## src/rtl/btn_conditioner_if.sv

```systemverilog
// Raw button inputs and conditioned button outputs for btn_conditioner.
// master drives btn_raw and observes the conditioned outputs; slave is the conditioner side.
interface btn_conditioner_if #(
  parameter int N_BTN = 5
);
  logic [N_BTN-1:0] btn_raw;
  logic [N_BTN-1:0] btn_level;
  logic [N_BTN-1:0] btn_pulse;
  logic [N_BTN-1:0] btn_short;
  logic [N_BTN-1:0] btn_long;

  modport master (
    output btn_raw,
    input  btn_level,
    input  btn_pulse,
    input  btn_short,
    input  btn_long
  );

  modport slave (
    input  btn_raw,
    output btn_level,
    output btn_pulse,
    output btn_short,
    output btn_long
  );
endinterface

```

## src/rtl/btn_conditioner.sv

```systemverilog
// Per-button sync + debounce + press/short/long classification; auto-repeat on btn_pulse when BTN_AUTOREPEAT_EN is defined.
// Raw edge to btn_level is 2+DEB_CYC cycles, pulses registered alongside the level; no backpressure, all pulses last one cycle.
module btn_conditioner #(
  parameter int N_BTN         = 5,
  parameter int DEB_CYC       = 2_000_000,
  parameter int LONG_CYC      = 300_000_000,
  parameter int REP_START_CYC = 50_000_000,
  parameter int REP_CYC       = 20_000_000
) (
  input  logic           clk,
  input  logic           rst,
  btn_conditioner_if.slave bus
);

  localparam int DEB_W = $clog2(DEB_CYC + 1);
  localparam int H_W   = $clog2(LONG_CYC + 1);

  localparam logic [DEB_W-1:0] DEB_LAST = DEB_W'(DEB_CYC - 1);
  localparam logic [H_W-1:0]   H_MAX    = H_W'(LONG_CYC);
  localparam logic [H_W-1:0]   H_PRE    = H_W'(LONG_CYC - 1);

  if (DEB_CYC < 1 || LONG_CYC < 1 || REP_START_CYC < 1 || REP_CYC < 1) begin : g_param_check
    $error("btn_conditioner: cycle-count parameters must be at least 1");
  end

  typedef enum logic [1:0] {
    S_IDLE    = 2'd0,
    S_PRESSED = 2'd1,
    S_LONG    = 2'd2
  } state_e;

  logic [N_BTN-1:0] sync1_q, sync1_d;
  logic [N_BTN-1:0] sync2_q, sync2_d;
  logic [N_BTN-1:0] level_q, level_d;
  logic [N_BTN-1:0] pulse_q, pulse_d;
  logic [N_BTN-1:0] short_q, short_d;
  logic [N_BTN-1:0] long_q,  long_d;
  logic [N_BTN-1:0] rise, fall;

  logic [DEB_W-1:0] deb_cnt_q [N_BTN];
  logic [DEB_W-1:0] deb_cnt_d [N_BTN];
  state_e           state_q   [N_BTN];
  state_e           state_d   [N_BTN];
  logic [H_W-1:0]   hold_q    [N_BTN];
  logic [H_W-1:0]   hold_d    [N_BTN];

`ifdef BTN_AUTOREPEAT_EN
  localparam int REP_MAX = (REP_START_CYC > REP_CYC) ? REP_START_CYC : REP_CYC;
  localparam int R_W     = $clog2(REP_MAX + 1);
  localparam logic [R_W-1:0] R_FIRST = R_W'(REP_START_CYC - 1);
  localparam logic [R_W-1:0] R_NEXT  = R_W'(REP_CYC - 1);

  logic [R_W-1:0]   rep_q [N_BTN];
  logic [R_W-1:0]   rep_d [N_BTN];
  logic [N_BTN-1:0] rep_arm_q, rep_arm_d;
  logic [N_BTN-1:0] rep_hit;
`endif

  // Debounce: level flips only after DEB_CYC consecutive disagreeing samples.
  always_comb begin
    sync1_d = bus.btn_raw;
    sync2_d = sync1_q;
    level_d = level_q;
    for (int i = 0; i < N_BTN; i++) begin
      deb_cnt_d[i] = '0;
      if (sync2_q[i] != level_q[i]) begin
        if (deb_cnt_q[i] == DEB_LAST) begin
          level_d[i] = ~level_q[i];
        end else begin
          deb_cnt_d[i] = deb_cnt_q[i] + 1'b1;
        end
      end
    end
  end

  assign rise = level_d & ~level_q;
  assign fall = level_q & ~level_d;

  always_ff @(posedge clk) begin
    if (rst) begin
      sync1_q <= '0;
      sync2_q <= '0;
      level_q <= '0;
      pulse_q <= '0;
      short_q <= '0;
      long_q  <= '0;
      for (int i = 0; i < N_BTN; i++) begin
        deb_cnt_q[i] <= '0;
        state_q[i]   <= S_IDLE;
        hold_q[i]    <= '0;
`ifdef BTN_AUTOREPEAT_EN
        rep_q[i]     <= '0;
`endif
      end
`ifdef BTN_AUTOREPEAT_EN
      rep_arm_q <= '0;
`endif
    end else begin
      sync1_q <= sync1_d;
      sync2_q <= sync2_d;
      level_q <= level_d;
      pulse_q <= pulse_d;
      short_q <= short_d;
      long_q  <= long_d;
      for (int i = 0; i < N_BTN; i++) begin
        deb_cnt_q[i] <= deb_cnt_d[i];
        state_q[i]   <= state_d[i];
        hold_q[i]    <= hold_d[i];
`ifdef BTN_AUTOREPEAT_EN
        rep_q[i]     <= rep_d[i];
`endif
      end
`ifdef BTN_AUTOREPEAT_EN
      rep_arm_q <= rep_arm_d;
`endif
    end
  end

  // A fall always wins over reaching LONG_CYC, so a release on that cycle is short.
  always_comb begin
    for (int i = 0; i < N_BTN; i++) begin
      state_d[i] = state_q[i];
      hold_d[i]  = '0;
      case (state_q[i])
        S_IDLE: begin
          if (rise[i]) state_d[i] = S_PRESSED;
        end
        S_PRESSED: begin
          if (fall[i]) begin
            state_d[i] = S_IDLE;
          end else begin
            hold_d[i] = hold_q[i] + 1'b1;
            if (hold_q[i] == H_PRE) state_d[i] = S_LONG;
          end
        end
        S_LONG: begin
          if (fall[i]) begin
            state_d[i] = S_IDLE;
          end else begin
            hold_d[i] = (hold_q[i] == H_MAX) ? hold_q[i] : hold_q[i] + 1'b1;
          end
        end
        default: state_d[i] = S_IDLE;
      endcase
    end
  end

`ifdef BTN_AUTOREPEAT_EN
  // Repeat counter runs independently of the saturating hold counter.
  always_comb begin
    rep_hit   = '0;
    rep_arm_d = '0;
    for (int i = 0; i < N_BTN; i++) begin
      rep_d[i] = '0;
      if (state_q[i] != S_IDLE && !fall[i]) begin
        rep_hit[i] = (rep_q[i] == (rep_arm_q[i] ? R_NEXT : R_FIRST));
        if (rep_hit[i]) begin
          rep_arm_d[i] = 1'b1;
        end else begin
          rep_d[i]     = rep_q[i] + 1'b1;
          rep_arm_d[i] = rep_arm_q[i];
        end
      end
    end
  end
`endif

  always_comb begin
    pulse_d = '0;
    short_d = '0;
    long_d  = '0;
    for (int i = 0; i < N_BTN; i++) begin
      pulse_d[i] = (state_q[i] == S_IDLE) && rise[i];
      short_d[i] = (state_q[i] == S_PRESSED) && fall[i];
      long_d[i]  = (state_q[i] == S_PRESSED) && !fall[i] && (hold_q[i] == H_PRE);
    end
`ifdef BTN_AUTOREPEAT_EN
    pulse_d = pulse_d | rep_hit;
`endif
  end

  assign bus.btn_level = level_q;
  assign bus.btn_pulse = pulse_q;
  assign bus.btn_short = short_q;
  assign bus.btn_long  = long_q;

endmodule
```

## src/flat_wrapper.sv

```systemverilog
// flat-port wrapper written by rule: the top's interface ports become plain ports
module btn_conditioner_flat 
#(
  parameter int N_BTN         = 5,
  parameter int DEB_CYC       = 2_000_000,
  parameter int LONG_CYC      = 300_000_000,
  parameter int REP_START_CYC = 50_000_000,
  parameter int REP_CYC       = 20_000_000
)
  (clk, rst, bus_btn_raw, bus_btn_level, bus_btn_pulse, bus_btn_short, bus_btn_long);
  btn_conditioner_if #(.N_BTN(N_BTN)) bus_i ();
  input  logic clk;
  input  logic rst;
  input wire logic [$bits(bus_i.btn_raw)-1:0] bus_btn_raw;
  output wire logic [$bits(bus_i.btn_level)-1:0] bus_btn_level;
  output wire logic [$bits(bus_i.btn_pulse)-1:0] bus_btn_pulse;
  output wire logic [$bits(bus_i.btn_short)-1:0] bus_btn_short;
  output wire logic [$bits(bus_i.btn_long)-1:0] bus_btn_long;
  assign bus_i.btn_raw = bus_btn_raw;
  assign bus_btn_level = bus_i.btn_level;
  assign bus_btn_pulse = bus_i.btn_pulse;
  assign bus_btn_short = bus_i.btn_short;
  assign bus_btn_long = bus_i.btn_long;
  btn_conditioner #(.N_BTN(N_BTN), .DEB_CYC(DEB_CYC), .LONG_CYC(LONG_CYC), .REP_START_CYC(REP_START_CYC), .REP_CYC(REP_CYC)) u_core (.clk(clk), .rst(rst), .bus(bus_i));
endmodule
```

## config.mk

```make
export PLATFORM = sky130hd
export DESIGN_NAME = btn_conditioner_flat
export DESIGN_NICKNAME = d
export VERILOG_FILES = /design/src/rtl/btn_conditioner_if.sv /design/src/rtl/btn_conditioner.sv /design/src/flat_wrapper.sv
export SDC_FILE = /design/constraint.sdc
export NUM_CORES = 1
export LEC_CHECK = 0
export CAP_MARGIN = 20
export CORE_ASPECT_RATIO = 0.6
export CORE_MARGIN = 4
export CORE_UTILIZATION = 40
export CTS_CLUSTER_DIAMETER = 200
export DETAILED_ROUTE_END_ITERATION = 8
export GPL_TIMING_DRIVEN = 0
export SLEW_MARGIN = 5
export SYNTH_ARGS = -nofsm -noshare
export SYNTH_HDL_FRONTEND = slang
export SYNTH_SLANG_ARGS = --single-unit
export TNS_END_PERCENT = 20
```

## constraint.sdc

```tcl
create_clock -name clk -period 2.9 [get_ports clk]
set_input_delay 0.58 -clock clk [delete_from_list [all_inputs] [get_ports clk]]
set_output_delay 0.58 -clock clk [all_outputs]
set_load 0.02 [all_outputs]
```

==> results.py, run 1 <==
metrics = {
    "timing": {
        "fmax_mhz": 360,
        "fin_skew_ns": 0.0113,
        "rsz0062_at_grt": "yes",
        "tns_ns": 0,
        "timing.final.crit_share_pct": 95.8,
        "relSlewSlack_pct": 39.5,
        "hold_violations": 0,
        "fin_crit_ns": 2.78,
        "maxSlewViolCount": 0,
        "setup_viol": 0,
        "tightest_slew_ns": 0.899,
        "timing.hold.ws_ns": 0.443,
    },
    "global_route": {
        "globalRouteOverflowTotal": 0,
        "grt_antenna_before_repair": 0,
        "grt_first_pass_wirelength_microns": 50600,
        "grt_pass1_vias": 9840,
        "grt_max_degree": 16,
        "track_usage_pct": 16.3,
    },
    "synthesis": {
        "ys_warn_count": 0,
        "synth_top_flop_cell": "dfxtp_1",
        "synth_seq_cells": 290,
        "netlist_area_sq_um": 13500,
        "netlist_instances": 1586,
        "synthArstFlopShare_pct": 0,
        "syn-num-nets": 1623,
        "ys_types": 63,
        "yosys-top-cells-area": "dfxtp_1, nor2_1, xor2_1",
        "synth_edf_count": 0,
        "post-synth-top-area-cell": "dfxtp_1",
        "syn-mean-instance-area_sq_um": 8.53,
        "synth_top_cell_area_share_pct": 42.9,
        "yosysSeqAreaShare_pct": 42.9,
    },
    "cells_and_area": {
        "nets": 1683,
        "syn2layout_area_growth_pct": 14.0,
        "diodes": 0,
        "final_cell_area_sq_um": 15400,
        "post-route-util_pct": 46.9,
        "drive_above_1_share_pct": 4.74,
    },
    "power_and_ir_drop": {
        "ir_worst_vdd_mv": 0.448,
        "cellPowerDensity_nw_per_um2": 534,
        "p_leak_nw": 4.83,
        "finalPower_mw": 8.24,
    },
    "detailed_routing": {
        "drt_iter0_markers": 686,
        "via_per_inst": 5.19,
        "post-route-drc-count": 0,
        "ant_nets": 0,
        "wire_per_inst_microns": 14.3,
        "firstDrtPassIters": 5,
        "finalWirelength_microns": 30300,
        "vias": 11000,
    },
    "cts": {
        "clockBufferDepth": 3,
        "clock-sinks": 290,
        "htree_levels": 1,
        "cts.clk_slew.worst_paths_ns": 0.07,
        "cts_root_buf": "clkbuf_16",
        "numCtsBuffers": 29,
        "clock_latency_ns": 0.55,
        "cts_hold_buf": 0,
        "cts_tree": "done",
    },
    "floorplanning": {
        "std_cell_rows": 51,
        "dieArea_sq_um": 36900,
        "die_y_microns": 150,
        "die_w_microns": 245,
        "core-area_sq_um": 32900,
        "pin_count": 27,
        "start_util_pct": 41.2,
    },
    "critical_path": {
        "path_class": "reg -> reg",
        "required_ns": 3.34,
        "cp_max_fo": 10,
        "start_kind": "register",
        "end_kind": "register",
        "crit_arrival_ns": 3.22,
    },
    "placed_design": {
        "place_area_sq_um": 14400,
        "hpwl_microns": 21600,
        "place_congestion": 0.816,
        "io_buffers": 26,
    },
    "outcome": {
        "outcome": "completed",
    },
    "run": {
        "drv_cap": 0,
    },
    "min_path": {
        "hold_class": "reg -> reg",
    },
}
==> synthesized netlist by cell type (4+ instances only) <==
library cell,n
or2_2,4
o21a_1,4
o21ai_0,41
nand4b_1,8
xnor2_1,90
nand3_1,104
nand4_1,55
nor3_1,30
and2_1,11
or4b_2,4
or4_1,11
nor2b_1,21
nor4bb_1,7
o2bb2ai_1,5
nor2_1,264
nor3b_1,14
nand2_1,104
a21oi_1,50
a21o_1,10
inv_1,58
or3_1,35
nand3b_1,9
o22ai_1,19
mux2i_1,8
xor2_1,93
buf_2,7
ha_1,30
dfxtp_1,290
and4_1,23
nor4_1,27
nand2b_1,11
clkbuf_1,33
nor4b_1,18
and3_1,38
a21boi_0,4
==> worst paths after layout <==
| path | from | end | slack [ns] | cells after the start |
|---|---|---|---|---|
| worst min register to register | u_core.sync1_q[0]$_SDFF_PP0_ | u_core.sync2_q[0]$_SDFF_PP0_ | 0.44 | 1 |
| worst max register to register | u_core.deb_cnt_q[3][0]$_SDFF_PP0_ | u_core.hold_q[0][98]$_SDFFE_PP0P_ | 0.12 | 10 |
| worst max-delay path | u_core.deb_cnt_q[3][0]$_SDFF_PP0_ | u_core.hold_q[0][98]$_SDFFE_PP0P_ | 0.12 | 10 |
| worst min-delay path | u_core.sync1_q[0]$_SDFF_PP0_ | u_core.sync2_q[0]$_SDFF_PP0_ | 0.44 | 1 |
==> layout by cell type (no fill, tap or decap), types with 34 or more instances in the layout <==
cell type and n:
nor2_1 264, nand4_1 55, o21ai_0 41, xnor2_1 90, inv_1 58, nand2_1 104, or3_1 35, a21oi_1 50
xor2_1 93, and3_1 38, clkbuf_1 34, nand3_1 104, dfxtp_1 290
==> state kept, by name, indices dropped and copies added (netlist names) <==
signal                cells
u_core.bus.btn_level      5
u_core.bus.btn_long       5
u_core.bus.btn_pulse      5
u_core.bus.btn_short      5
u_core.deb_cnt_q        105
u_core.hold_q           145
u_core.state_q           10
u_core.sync1_q            5
u_core.sync2_q            5
==> through the flow <==
stage	cells	setup WS, ns
6_report	2116	0.122
5_1_grt	2116	-0.0325
2_1_floorplan	1586	0.631
3_3_place_gp	2062	-0.536
3_5_place_dp	2062	-0.573
4_1_cts	2113	0.00142
==> cells by family after synthesis <==
group	count (synthesis)	synth area share (%)
AOI/OAI and AO/OA	162	7.34
buffers and inverters	102	3.01
xor gates and xnor gates	183	11.8
muxes	8	0.592
and+or+nand+nor	811	31.5
adders and majority gates	30	2.77
DFF	290	42.9
==> critical path: stages (launching register included) <==
cell	delay [ns]
dfxtp_1	0.38
ha_1	0.19
and3_1	0.15
clkbuf_1	0.31
nand4_1	0.23
or3_1	0.38
clkbuf_1	0.20
nand3_1	0.23
buf_2	0.28
o22ai_1	0.11
a21o_1	0.19
==> power by group <==
part | internal (mW) | switching (mW)
Sequential | 3.99 | 0.00877
Combinational | 0.0362 | 0.0712
Clock | 2.53 | 1.60
==> routing by layer <==
metal / track usage (%) / wire (microns) / up-vias
met5: 0 / 0 / -
met4: 2.52 / 429 / 0
met3: 2.71 / 1360 / 29
met2: 22.1 / 11400 / 203
met1: 26.8 / 17200 / 5093
li1: - / - / 5652
==> final cells by class <==
| type | instances | area (sq um) |
|---|---|---|
| flip-flops and latches | 290 | 5810 |
| clock inverters | 17 | 269 |
| clock buffers | 34 | 774 |
| inverters | 59 | 221 |
| well taps | 450 | 563 |
| repair buffers | 29 | 283 |
| multi-input cells | 1194 | 7320 |
| fillers | 3172 | 17400 |
| plain buffers | 43 | 186 |
==> repair_timing <==
action / in CTS / in global routing
buffers inserted: 0 / 3
gates resized for setup: 0 / 3
setup endpoints to repair: 0 / 47
No activity file was read; power rests on OpenSTA's default activity.
==> run 2: changes to the inputs <==
Settings changed: ABC_CLOCK_PERIOD_IN_PS from default to 2900.
==> results of run 2 <==
No change in the layout: final DEF, timing and power equal those of run 1.
==> run 3: changes to the inputs <==
Settings changed: CTS_CLUSTER_SIZE from default to 16.
==> run 3 against run 2 <==
  * Setup slack lost 0.014 ns
  * Routed wire length shrank 1.0%
  * Total power shrank 16%
  * First-iteration DRC count grew 5.2%
  * Utilization shrank 1.4 points
  * Clock power shrank 31%
  * Critical path depth shrank 1
  * Combinational power is essentially flat
  * Clock-buffer cell count shrank 11
  * Sequential power is essentially flat
  * Flip-flop and latch count is the same
  * Critical endpoint is now u_core.hold_q[0][57]$_SDFFE_PP0P_
  * Largest power group is now registers
==> results.py, run 3 (synthesized netlist as in run 1, its figures left out) <==
metrics = {
    "outcome": {
        "outcome": "completed",
    },
    "critical_path": {
        "end_kind": "register",
        "start_kind": "register",
        "crit_arrival_ns": 3.19,
        "cp_max_fo": 10,
        "r2r_start": "u_core.deb_cnt_q[1][0]$_SDFF_PP0_",
        "cp_slowest_stage_delay_ns": 0.48,
        "path_common_cell": "clkbuf_1",
        "path_class": "reg -> reg",
        "crit_path_top_delay_cell": "clkbuf_1",
        "required_ns": 3.30,
        "crit_buf_inv": 3,
        "crit_start": "u_core.deb_cnt_q[1][0]$_SDFF_PP0_",
        "cp_top_family": "buffers and inverters",
        "crit_path_cell_trace": "ha_1 -> and3_1 -> clkbuf_1 -> nand4_1 -> or2_2 -> clkbuf_1 -> o211ai_1 -> clkbuf_1 -> nor2_1",
    },
    "cells_and_area": {
        "reg_top3": "u_core.hold_q x145, u_core.deb_cnt_q x105, u_core.state_q x10",
        "final_cell_area_sq_um": 15000,
        "top_register": "u_core.hold_q",
        "layout_common_cells": "dfxtp_1, nor2_1, nand3_1, nand2_1, xor2_1",
        "syn2layout_area_growth_pct": 10.5,
        "drive_above_1_share_pct": 3.18,
        "diodes": 0,
        "nets": 1673,
        "final_common_cell": "dfxtp_1",
        "largest_reg_flops": 145,
    },
    "timing": {
        "fmax_mhz": 358,
        "timing.final.crit_share_pct": 96.3,
        "fin_crit_ns": 2.79,
        "maxSlewViolCount": 0,
        "setup_viol": 0,
        "timing.hold.ws_ns": 0.445,
        "tightest_slew_ns": 0.879,
        "rsz0062_at_grt": "yes",
        "fin_skew_ns": 0.0260,
        "hold_violations": 0,
        "relSlewSlack_pct": 40.9,
        "fin_ws_ns": 0.108,
    },
    "power_and_ir_drop": {
        "p_sw_mw": 1.49,
        "switching_share_pct": 21.5,
        "combinationalPowerShare_pct": 1.5,
        "cellPowerDensity_nw_per_um2": 463,
        "p_leak_nw": 4.60,
        "pwr-share-seq_pct": 57.7,
        "pwr-share-clk_pct": 40.8,
        "ir_worst_vdd_mv": 0.498,
        "p_int_mw": 5.44,
    },
    "floorplanning": {
        "start_util_pct": 41.2,
        "dieArea_sq_um": 36900,
        "core-area_sq_um": 32900,
        "die_y_microns": 150,
        "pin_count": 27,
        "std_cell_rows": 51,
        "die_w_microns": 245,
    },
    "cts": {
        "cts.clk_slew.worst_paths_ns": 0.07,
        "clock_latency_ns": 0.53,
        "cts_tree": "done",
        "clockBufferDepth": 3,
        "clock-sinks": 290,
        "htree_levels": 1,
        "cts_root_buf": "clkbuf_16",
        "cts_setup_buffers": 0,
        "numCtsBuffers": 22,
        "cts_hold_buf": 0,
    },
    "min_path": {
        "min_from": "u_core.sync1_q[2]$_SDFF_PP0_",
        "hold_class": "reg -> reg",
    },
    "placed_design": {
        "place_area_sq_um": 14400,
        "place_congestion": 0.816,
        "dp_slack_ns": -0.573,
        "hpwl_microns": 21600,
        "io_buffers": 26,
    },
    "detailed_routing": {
        "ant_nets": 0,
        "wire_per_inst_microns": 14.4,
        "vias": 10900,
        "via_per_inst": 5.22,
        "finalWirelength_microns": 30000,
        "drt_iter0_markers": 722,
        "firstDrtPassIters": 5,
        "post-route-drc-count": 0,
    },
    "run": {
        "drv_cap": 0,
    },
    "global_route": {
        "globalRouteOverflowTotal": 0,
        "grt_first_pass_wirelength_microns": 50200,
        "grt_antenna_before_repair": 0,
        "track_usage_pct": 16.2,
        "grt_pass1_vias": 9717,
        "grt_max_degree": 17,
    },
}
[run 3: power by group through the flow]
stage          Combinational, mW  Sequential, mW  Clock (mW)
2_1_floorplan             0.0620            4.09           0
3_3_place_gp               0.104            4.09           0
3_5_place_dp               0.105            4.09           0
4_1_cts                    0.106            4.00        2.95
5_1_grt                    0.115            4.00        3.09
6_report                   0.104            4.00        2.83
[run 3: timing repair]
item,in CTS,in global routing
cloned,0,0
endpoints found under the hold margin,0,0
gates resized for setup,1,3
setup endpoints to repair,4,49
[run 3: path summary, 6_finish.rpt]
| kind | depth (start not counted) | to | slack (ns) |
|---|---|---|---|
| min | 1 | u_core.sync2_q[2]$_SDFF_PP0_ | 0.44 |
| max | 9 | u_core.hold_q[0][57]$_SDFFE_PP0P_ | 0.11 |
| max reg2reg | 9 | u_core.hold_q[0][57]$_SDFFE_PP0P_ | 0.11 |
| min reg2reg | 1 | u_core.sync2_q[2]$_SDFF_PP0_ | 0.44 |
[run 3: per-layer routing]
| metal | GRT usage, % | up-vias | routed length [microns] |
|---|---|---|---|
| li1 | - | 5625 | - |
| met1 | 26.7 | 5049 | 16900 |
| met2 | 21.9 | 193 | 11200 |
| met3 | 2.74 | 23 | 1510 |
| met4 | 2.49 | 0 | 377 |
| met5 | 0 | - | 0 |
[run 3: area by class of cell]
| cell class | count | area [sq um] |
|---|---|---|
| flip-flops and latches | 290 | 5810 |
| repair buffers | 26 | 260 |
| plain buffers | 43 | 186 |
| inverters | 59 | 223 |
| multi-input cells | 1194 | 7320 |
| fillers | 3204 | 17900 |
| clock buffers | 23 | 576 |
| clock inverters | 1 | 16.3 |
| well taps | 450 | 563 |
[run 3: through the flow]
step	power (mW)	TNS [ns]	utilization (%)	instances
5_1_grt	7.21	-0.852	45.5	2086
6_report	6.93	0	45.5	2086
3_5_place_dp	4.20	-12.84	43.7	2062
4_1_cts	7.06	0	45.5	2086
3_3_place_gp	4.20	-12.02	43.7	2062
2_1_floorplan	4.15	0	-	1586
